File: src/rtl/spi_xfer_ctrl.sv
// rtl/spi_xfer_ctrl.sv - byte transfer controller between TX/RX FIFOs and an SPI master req/ack handshake
module spi_xfer_ctrl #(
    parameter int DEPTH = 4
) (
    input  logic                     clk,
    input  logic                     resetn,
    input  logic                     wr_en,
    input  logic [7:0]               wr_data,
    input  logic                     rd_en,
    output logic [7:0]               rd_data,
    input  logic                     flush,
    input  logic                     clr_err,
    output logic                     tx_full,
    output logic                     tx_empty,
    output logic                     rx_full,
    output logic                     rx_empty,
    output logic [$clog2(DEPTH):0]   tx_cnt,
    output logic [$clog2(DEPTH):0]   rx_cnt,
    output logic                     tx_ovf,
    output logic                     rx_udf,
    output logic                     busy,
    output logic [7:0]               m_tx_data,
    output logic                     m_tx_req,
    input  logic                     m_tx_req_ack,
    input  logic [7:0]               m_rx_data
);

    localparam int PW = $clog2(DEPTH);
    localparam int CW = PW + 1;
    localparam logic [CW-1:0] FULL_CNT = CW'(DEPTH);

    typedef enum logic [1:0] {IDLE_s, REQ_s, REL_s} state_t;

    state_t          state, state_n;
    logic            req_n;
    logic            start;
    logic            ack_edge;
    logic [7:0]      tx_hold;
    logic            discard;

    logic [7:0]      tx_mem [DEPTH];
    logic [7:0]      rx_mem [DEPTH];
    logic [PW-1:0]   tx_wptr, tx_rptr, rx_wptr, rx_rptr;

    logic            tx_push, tx_pop, rx_push, rx_pop;

    assign tx_full   = (tx_cnt == FULL_CNT);
    assign tx_empty  = (tx_cnt == '0);
    assign rx_full   = (rx_cnt == FULL_CNT);
    assign rx_empty  = (rx_cnt == '0);
    assign rd_data   = rx_mem[rx_rptr];
    assign m_tx_data = tx_hold;
    assign busy      = (state != IDLE_s);

    // A write into a full FIFO is dropped even if the FSM pops that same cycle
    assign tx_push = wr_en && !tx_full && !flush;
    assign tx_pop  = start;
    assign rx_push = ack_edge && !flush && !discard;
    assign rx_pop  = rd_en && !rx_empty && !flush;

    always_comb begin
        state_n  = state;
        req_n    = m_tx_req;
        start    = 1'b0;
        ack_edge = 1'b0;
        case (state)
            IDLE_s: begin
                // Holding off on a full RX FIFO guarantees the returned byte always has a slot
                if (!tx_empty && !m_tx_req_ack && !rx_full && !flush) begin
                    start   = 1'b1;
                    req_n   = 1'b1;
                    state_n = REQ_s;
                end
            end
            REQ_s: begin
                if (m_tx_req_ack) begin
                    ack_edge = 1'b1;
                    req_n    = 1'b0;
                    state_n  = REL_s;
                end
            end
            REL_s: begin
                if (!m_tx_req_ack) begin
                    state_n = IDLE_s;
                end
            end
            default: state_n = IDLE_s;
        endcase
    end

    always_ff @(posedge clk or negedge resetn) begin
        if (!resetn) begin
            state    <= IDLE_s;
            m_tx_req <= 1'b0;
            tx_hold  <= 8'h00;
            discard  <= 1'b0;
            tx_wptr  <= '0;
            tx_rptr  <= '0;
            tx_cnt   <= '0;
            rx_wptr  <= '0;
            rx_rptr  <= '0;
            rx_cnt   <= '0;
            tx_ovf   <= 1'b0;
            rx_udf   <= 1'b0;
        end else begin
            state    <= state_n;
            m_tx_req <= req_n;
            if (start) begin
                tx_hold <= tx_mem[tx_rptr];
            end
            // A flush during REQ_s lets the handshake finish but drops its returned byte
            if (ack_edge) begin
                discard <= 1'b0;
            end else if (flush && state == REQ_s) begin
                discard <= 1'b1;
            end
            if (flush) begin
                tx_wptr <= '0;
                tx_rptr <= '0;
                tx_cnt  <= '0;
                rx_wptr <= '0;
                rx_rptr <= '0;
                rx_cnt  <= '0;
            end else begin
                if (tx_push) tx_wptr <= tx_wptr + 1'b1;
                if (tx_pop)  tx_rptr <= tx_rptr + 1'b1;
                if (rx_push) rx_wptr <= rx_wptr + 1'b1;
                if (rx_pop)  rx_rptr <= rx_rptr + 1'b1;
                tx_cnt <= tx_cnt + CW'(tx_push) - CW'(tx_pop);
                rx_cnt <= rx_cnt + CW'(rx_push) - CW'(rx_pop);
            end
            tx_ovf <= (tx_ovf && !clr_err) || (wr_en && tx_full);
            rx_udf <= (rx_udf && !clr_err) || (rd_en && rx_empty);
        end
    end

    always_ff @(posedge clk) begin
        if (tx_push) tx_mem[tx_wptr] <= wr_data;
        if (rx_push) rx_mem[rx_wptr] <= m_rx_data;
    end

endmodule

File: config.mk
export PLATFORM = sky130hd
export DESIGN_NAME = spi_xfer_ctrl
export DESIGN_NICKNAME = d
export VERILOG_FILES = /design/src/rtl/spi_xfer_ctrl.sv
export SDC_FILE = /design/constraint.sdc
export NUM_CORES = 1
export LEC_CHECK = 0
export ABC_AREA = 1
export ABC_CLOCK_PERIOD_IN_PS = 2480
export CAP_MARGIN = 10
export CORE_UTILIZATION = 60
export DETAILED_ROUTE_END_ITERATION = 16
export DONT_BUFFER_PORTS = 1
export GPL_ROUTABILITY_DRIVEN = 0
export GPL_TIMING_DRIVEN = 0
export PLACE_DENSITY = 0.87
export SLEW_MARGIN = 10
export SYNTH_ARGS = -nofsm -noshare
export SYNTH_HDL_FRONTEND = slang
export SYNTH_SLANG_ARGS = --single-unit
File: constraint.sdc
create_clock -name clk -period 2.48 [get_ports clk]
set_input_delay 0.372 -clock clk [delete_from_list [all_inputs] [get_ports clk]]
set_output_delay 0.372 -clock clk [all_outputs]
set_load 0.01 [all_outputs]
==> After elaboration in Yosys (flattened, before gate mapping) <==
Memory sizes are Yosys's and may differ from the RTL's. A register that Yosys moved wholly into a read port is not among the register bits.
Cells that the tools add are included.
{ "classes": {"add_sub_neg": 8, "eq_ne": 7, "n_mux": 27, "n_reduce_logical": 37} }
{ "op_table": {"columns": ["operator", "count"], "rows": [
  ["2-bit 2-to-1 mux", 11],
  ["1-bit logical AND", 14],
  ["2-bit nonzero test", 7],
  ["1-bit 2-to-1 mux", 12],
  ["1-bit logical NOT", 9],
  ["2-bit by 1-bit adder with 2-bit output (second input constant)", 4],
  ["3-bit by 1-bit adder with 3-bit output", 2],
  ["3-bit equality test (second input constant)", 2],
  ["3-bit logical NOT", 2],
  ["3-bit 2-to-1 mux", 2],
  ["2-bit != test (second input constant)", 3],
  ["2-bit one-hot mux with 3 select lines", 1],
  ["3-bit AND reduction", 2],
  ["3-bit by 1-bit subtractor with 3-bit output", 2],
  ["2-bit by 1-bit equality test with 1-bit output (second input constant)", 1],
  ["2-bit equality test (second input constant)", 1],
  ["2-bit logical NOT", 1],
  ["1-bit logical OR", 2],
  ["1-bit one-hot mux with 2 select lines", 1]
]} }
{ "totals": {"regBits": 20, "mem_bits_rw": 64, "in_bits": 23, "out_inout_bits": 30, "word_cells": 92, "mem_count": 2} }
{ "mem_list": {"columns": ["name", "depth", "width", "read_ports", "rd_clocked_by_memory_dff", "write_ports", "line", "source"], "rows": [
  ["rx_mem", 4, 8, 1, 0, 1, "42", "logic [7:0] rx_mem [DEPTH];"],
  ["tx_mem", 4, 8, 1, 1, 1, "41", "logic [7:0] tx_mem [DEPTH];"]
]} }

==> Depth between registers and ports, before layout <==
Gate-level depths: netlist of the first run.
{ "depth": {"ltp_word": 9, "mapped_depth": 12, "depth_no_buf": 12} }

==> Worst setup path after synthesis of the first run <==
Ideal clock, no wire load.
{ "synth_path": {"path_kind": "register to register", "startpoint": "reg rx_cnt[1]", "endpoint": "reg tx_cnt[2]", "setup_ns": 0.118, "arrival_time_ns": 1.969, "required_ns": 2.362, "slack_ns": 0.393, "path_stages_with_launch": 12, "path_buffers": 0, "synth_period_minus_slack_ns": 2.087, "cell_sequence": "dfrtp_1 > inv_1 > nand3_1 > nand3_2 > clkinv_2 > ha_1 > inv_1 > ha_1 > inv_1 > fa_1 > xor2_1 > nor2_1"} }
{ "synth_via": {"elab_chain_len": 8} }
{ "synth_lines": {"columns": ["element", "line", "source"], "rows": [
  ["from (decl)", "18", "output logic [$clog2(DEPTH):0] rx_cnt,"],
  ["from (signal assigned)", "130", "rx_cnt <= rx_cnt + CW'(rx_push) - CW'(rx_pop);"],
  ["3-bit equality test", "49", "assign rx_full = (rx_cnt == FULL_CNT);"],
  ["1-bit logical NOT", "69", "if (!tx_empty && !m_tx_req_ack && !rx_full && !flush) begin"],
  ["1-bit logical AND (2 in series)", "69", null],
  ["1-bit 2-to-1 mux", "69", null],
  ["1-bit 2-to-1 mux", "66", "case (state)"],
  ["via start", "36", "logic start;"],
  ["3-bit by 1-bit subtractor with 3-bit output", "129", "tx_cnt <= tx_cnt + CW'(tx_push) - CW'(tx_pop);"],
  ["3-bit 2-to-1 mux", "117", "if (flush) begin"],
  ["to (signal assigned)", "129", null],
  ["to (decl)", "17", "output logic [$clog2(DEPTH):0] tx_cnt,"]
]} }
The timed path passes the listed nets, and every way through them passes these cells.
A chain may end at the register's enable or synchronous reset.

==> Worst setup path in the final report of the first run <==
Ends and elaborated chain as after synthesis.

==> results.cfg, run 1 <==
[run_status]
status = finished clean

[synth]
yosysUniqueCellTypes = 26
synth-edff-count = 64
syn_nets = 388
yosysWarnings = 0
ys_ff_latch = 92
syn_inst = 351
async_flop_share_pct = 30.43
synth_area_per_cell_um2 = 11.23
synthFlopType = edfxtp_1
syn_area_um2 = 3941
synth_seq_area_share_pct = 66.54

[floorplan]
fp.dieArea_um2 = 6897
fp.dieH_um = 83.05
core_region_area_um2 = 6350
ios = 53
dieWidth_um = 83.05
initial_utilization_pct = 62.07
fp-row-count = 29

[sta]
fin_ws_ns = 0.2486
period_share_pct = 89.98
slew_viol_final = 0
skew_ns = 0.004249
period_needed_ns = 2.231
timing.slew.headroom_pct = 46.83
rsz0062_at_grt = false
tns_ns = 0
worst_pin_slew_ns = 0.7947
finalHoldViolations = 0
max_freq_mhz = 448.1
setup_viol = 0

[route]
wirelength_um = 7329
post_drt_wl_per_cell_um = 16.43
drt_iter0_markers = 145
num_vias = 2409
first_pass_iters = 5
drc = 0
antenna_left = 0
via_per_inst = 5.401

[power]
power.switching_mw = 1.317
combPwrFrac_pct = 23.8
vdd_ir_drop_max_uv = 548.8
p_sw_share_pct = 33.49
p_leak_nw = 1.757
p_int_mw = 2.615
powerDensity_nw_per_um2 = 923.0
power_frac_clock_pct = 24.7
p_seq_share_pct = 51.5

[cts]
clockBufferDepth = 2
clock_latency_ns = 0.35
path_clk_slew_ns = 0.09
numCtsBuffers = 9
clkSinkCount = 92
cts_root_buf = clkbuf_8
cts_tree = yes
cts-htree-levels = 3

[critical_path]
max_stage_delay_ns = 0.47
worstPathCellList = inv_1 > nand3_1 > nand3_2 > inv_4 > ha_1 > inv_1 > ha_1 > inv_1 > fa_1 > xor2_1 > nor2_1
critical_path_buf_inv_count = 4
setup.worst_path.class = flip-flop to flip-flop
worst_setup_path_start_kind = flip-flop
slowest_stage = dfrtp_2
arrival_ns = 2.48
cp_common_cell = inv_1
r2r_setup_slack_ns = 0.25
crit_family = adder cells
required_ns = 2.73
cp_max_fo = 9
timing.rr.start = rx_cnt[1]
crit_path_end_kind = flip-flop
worstSetupStartpoint = rx_cnt[1]

[finish]
ff_latch_area_um2 = 2624
drive_gt1_share_pct = 9.756
mostFrequentLayoutCells = 68 x nor2_1, 64 x edfxtp_1, 51 x nand2_1, 38 x inv_1, 34 x o21ai_0
nFillCells = 463
final_common_cell = nor2_1
nets = 401
antenna_cells = 0
multi_input_area_um2 = 1076
layout-area-overhead-vs-synth_pct = 8.095
layoutNonFillerInstCount = 446

[placement]
io_buffers = 0
post-place-ws_ns = 0.1163
hpwl_um = 4987
placed_cells_incl_taps = 428

[grt]
gr-usage-all-layers_pct = 23.92
grt_pass1_vias = 2616
grt_antenna_before_repair = 0
overflow = 0
grt_max_degree = 29
grt_pass1_wl_um = 12590

[flow_run]
cap_violations = 0

[min_path]
min_from = wr_data[4]
min_path_type = primary input to flip-flop
routing by layer:
layer	share of wire (%)	track usage [%]	wire length (um)	vias to the layer above
met4	1.7	10.50	125	0
met2	54	41.28	3961	57
met1	39	28.63	2858	1153
met5	0	0	0	-
met3	5.2	5.765	383	13
li1	-	-	-	1186
cell families after synthesis:
family          share of synthesized area (%)
buf+inv                                 6.158
simple gates                            14.54
fa+ha+maj                               4.825
xor+xnor                                1.333
compound gates                          6.603
flops                                   66.54
area by class of cell:
| type | count | area share [%] |
|---|---|---|
| tap | 77 | 2.261 |
| inverter | 42 | 3.759 |
| clock inverter | 7 | 1.557 |
| timing repair buffer | 2 | 0.7048 |
| clock buffer | 9 | 2.907 |
| multi-input combinational | 207 | 25.26 |
| sequential | 92 | 61.59 |
| buffer | 10 | 1.968 |
state kept, by name (all words and copies together), names as in the netlist, 2 cells and up:
register	flops
rx_mem	32
tx_mem	32
m_tx_data	8
rx_cnt	3
tx_cnt	3
rx_rptr	2
rx_wptr	2
state	2
tx_rptr	2
tx_wptr	2
power by group through the flow:
| stage | clock (mW) | sequential, mW | combinational [mW] |
|---|---|---|---|
| 2_1_floorplan | 0 | 2.02 | 0.737 |
| 3_3_place_gp | 0 | 2.05 | 0.880 |
| 3_5_place_dp | 0 | 2.06 | 0.922 |
| 4_1_cts | 0.987 | 2.03 | 0.942 |
| 5_1_grt | 1.05 | 2.05 | 1.08 |
| 6_report | 0.972 | 2.03 | 0.934 |
worst reg2reg max path, delay by kind of cell (launching register included):
family / cells / cell delay [ns]
adder cells (fa/ha/maj): 3 / 0.80
AND/OR/NAND/NOR: 3 / 0.41
XOR/XNOR: 1 / 0.16
buffers and inverters: 4 / 0.29
flip-flops: 1 / 0.47
stage by stage:
stage / total power [mW] / util (%) / cell area (um2) / hold WS, ns
6_report: 3.932 / 67.09 / 4260 / 0.1063
5_1_grt: 4.178 / 67.09 / 4260 / 0.08415
4_1_cts: 3.956 / 67.05 / 4258 / 0.09679
3_5_place_dp: 2.979 / 63.59 / 4038 / 0.07773
3_3_place_gp: 2.930 / 63.59 / 4038 / 0.07769
2_1_floorplan: 2.755 / - / 3941 / 0.07641
timing repair:
action                                  CTS  global route
endpoints found under the hold margin    28             0
setup buffers                             0             0
gates resized for setup                   0             2
endpoints found under the setup margin    0             2
hold buffers                              2             0
Yosys cell counts (3+ instances only):
cell type / count / area [um2]
buf_6: 3 / 33.78
nor2_1: 68 / 255.2
buf_2: 3 / 15.01
a21oi_1: 3 / 15.01
edfxtp_1: 64 / 1922
ha_1: 12 / 150.1
o21ai_0: 34 / 170.2
xor2_1: 4 / 35.03
inv_1: 38 / 142.6
o21ai_1: 5 / 25.02
nand2_1: 51 / 191.4
nand3_1: 10 / 50.05
dfrtp_1: 28 / 700.7
inv_2: 3 / 11.26
o22ai_1: 8 / 50.05
path summary, 6_finish.rpt:
check / to / cells after the start
worst min register to register: rx_wptr[0] / 1
worst max-delay path: tx_cnt[2] / 11
worst min-delay path: tx_mem[2][4] / 0
max in group asynchronous: rx_cnt[1] / 2
min in group asynchronous: state[0] / 2
worst max register to register: tx_cnt[2] / 11
No activity file was read; power rests on OpenSTA's default activity.
==> inputs of run 2 (changes only) <==
--- a/config.mk
+++ b/config.mk
@@ -14,7 +14,6 @@
 export GPL_ROUTABILITY_DRIVEN = 0
 export GPL_TIMING_DRIVEN = 0
 export PLACE_DENSITY = 0.87
-export SLEW_MARGIN = 10
 export SYNTH_ARGS = -nofsm -noshare
 export SYNTH_HDL_FRONTEND = slang
 export SYNTH_SLANG_ARGS = --single-unit
==> results of run 2 <==
Same layout as run 1: the final DEF is identical, and so are final timing and power.
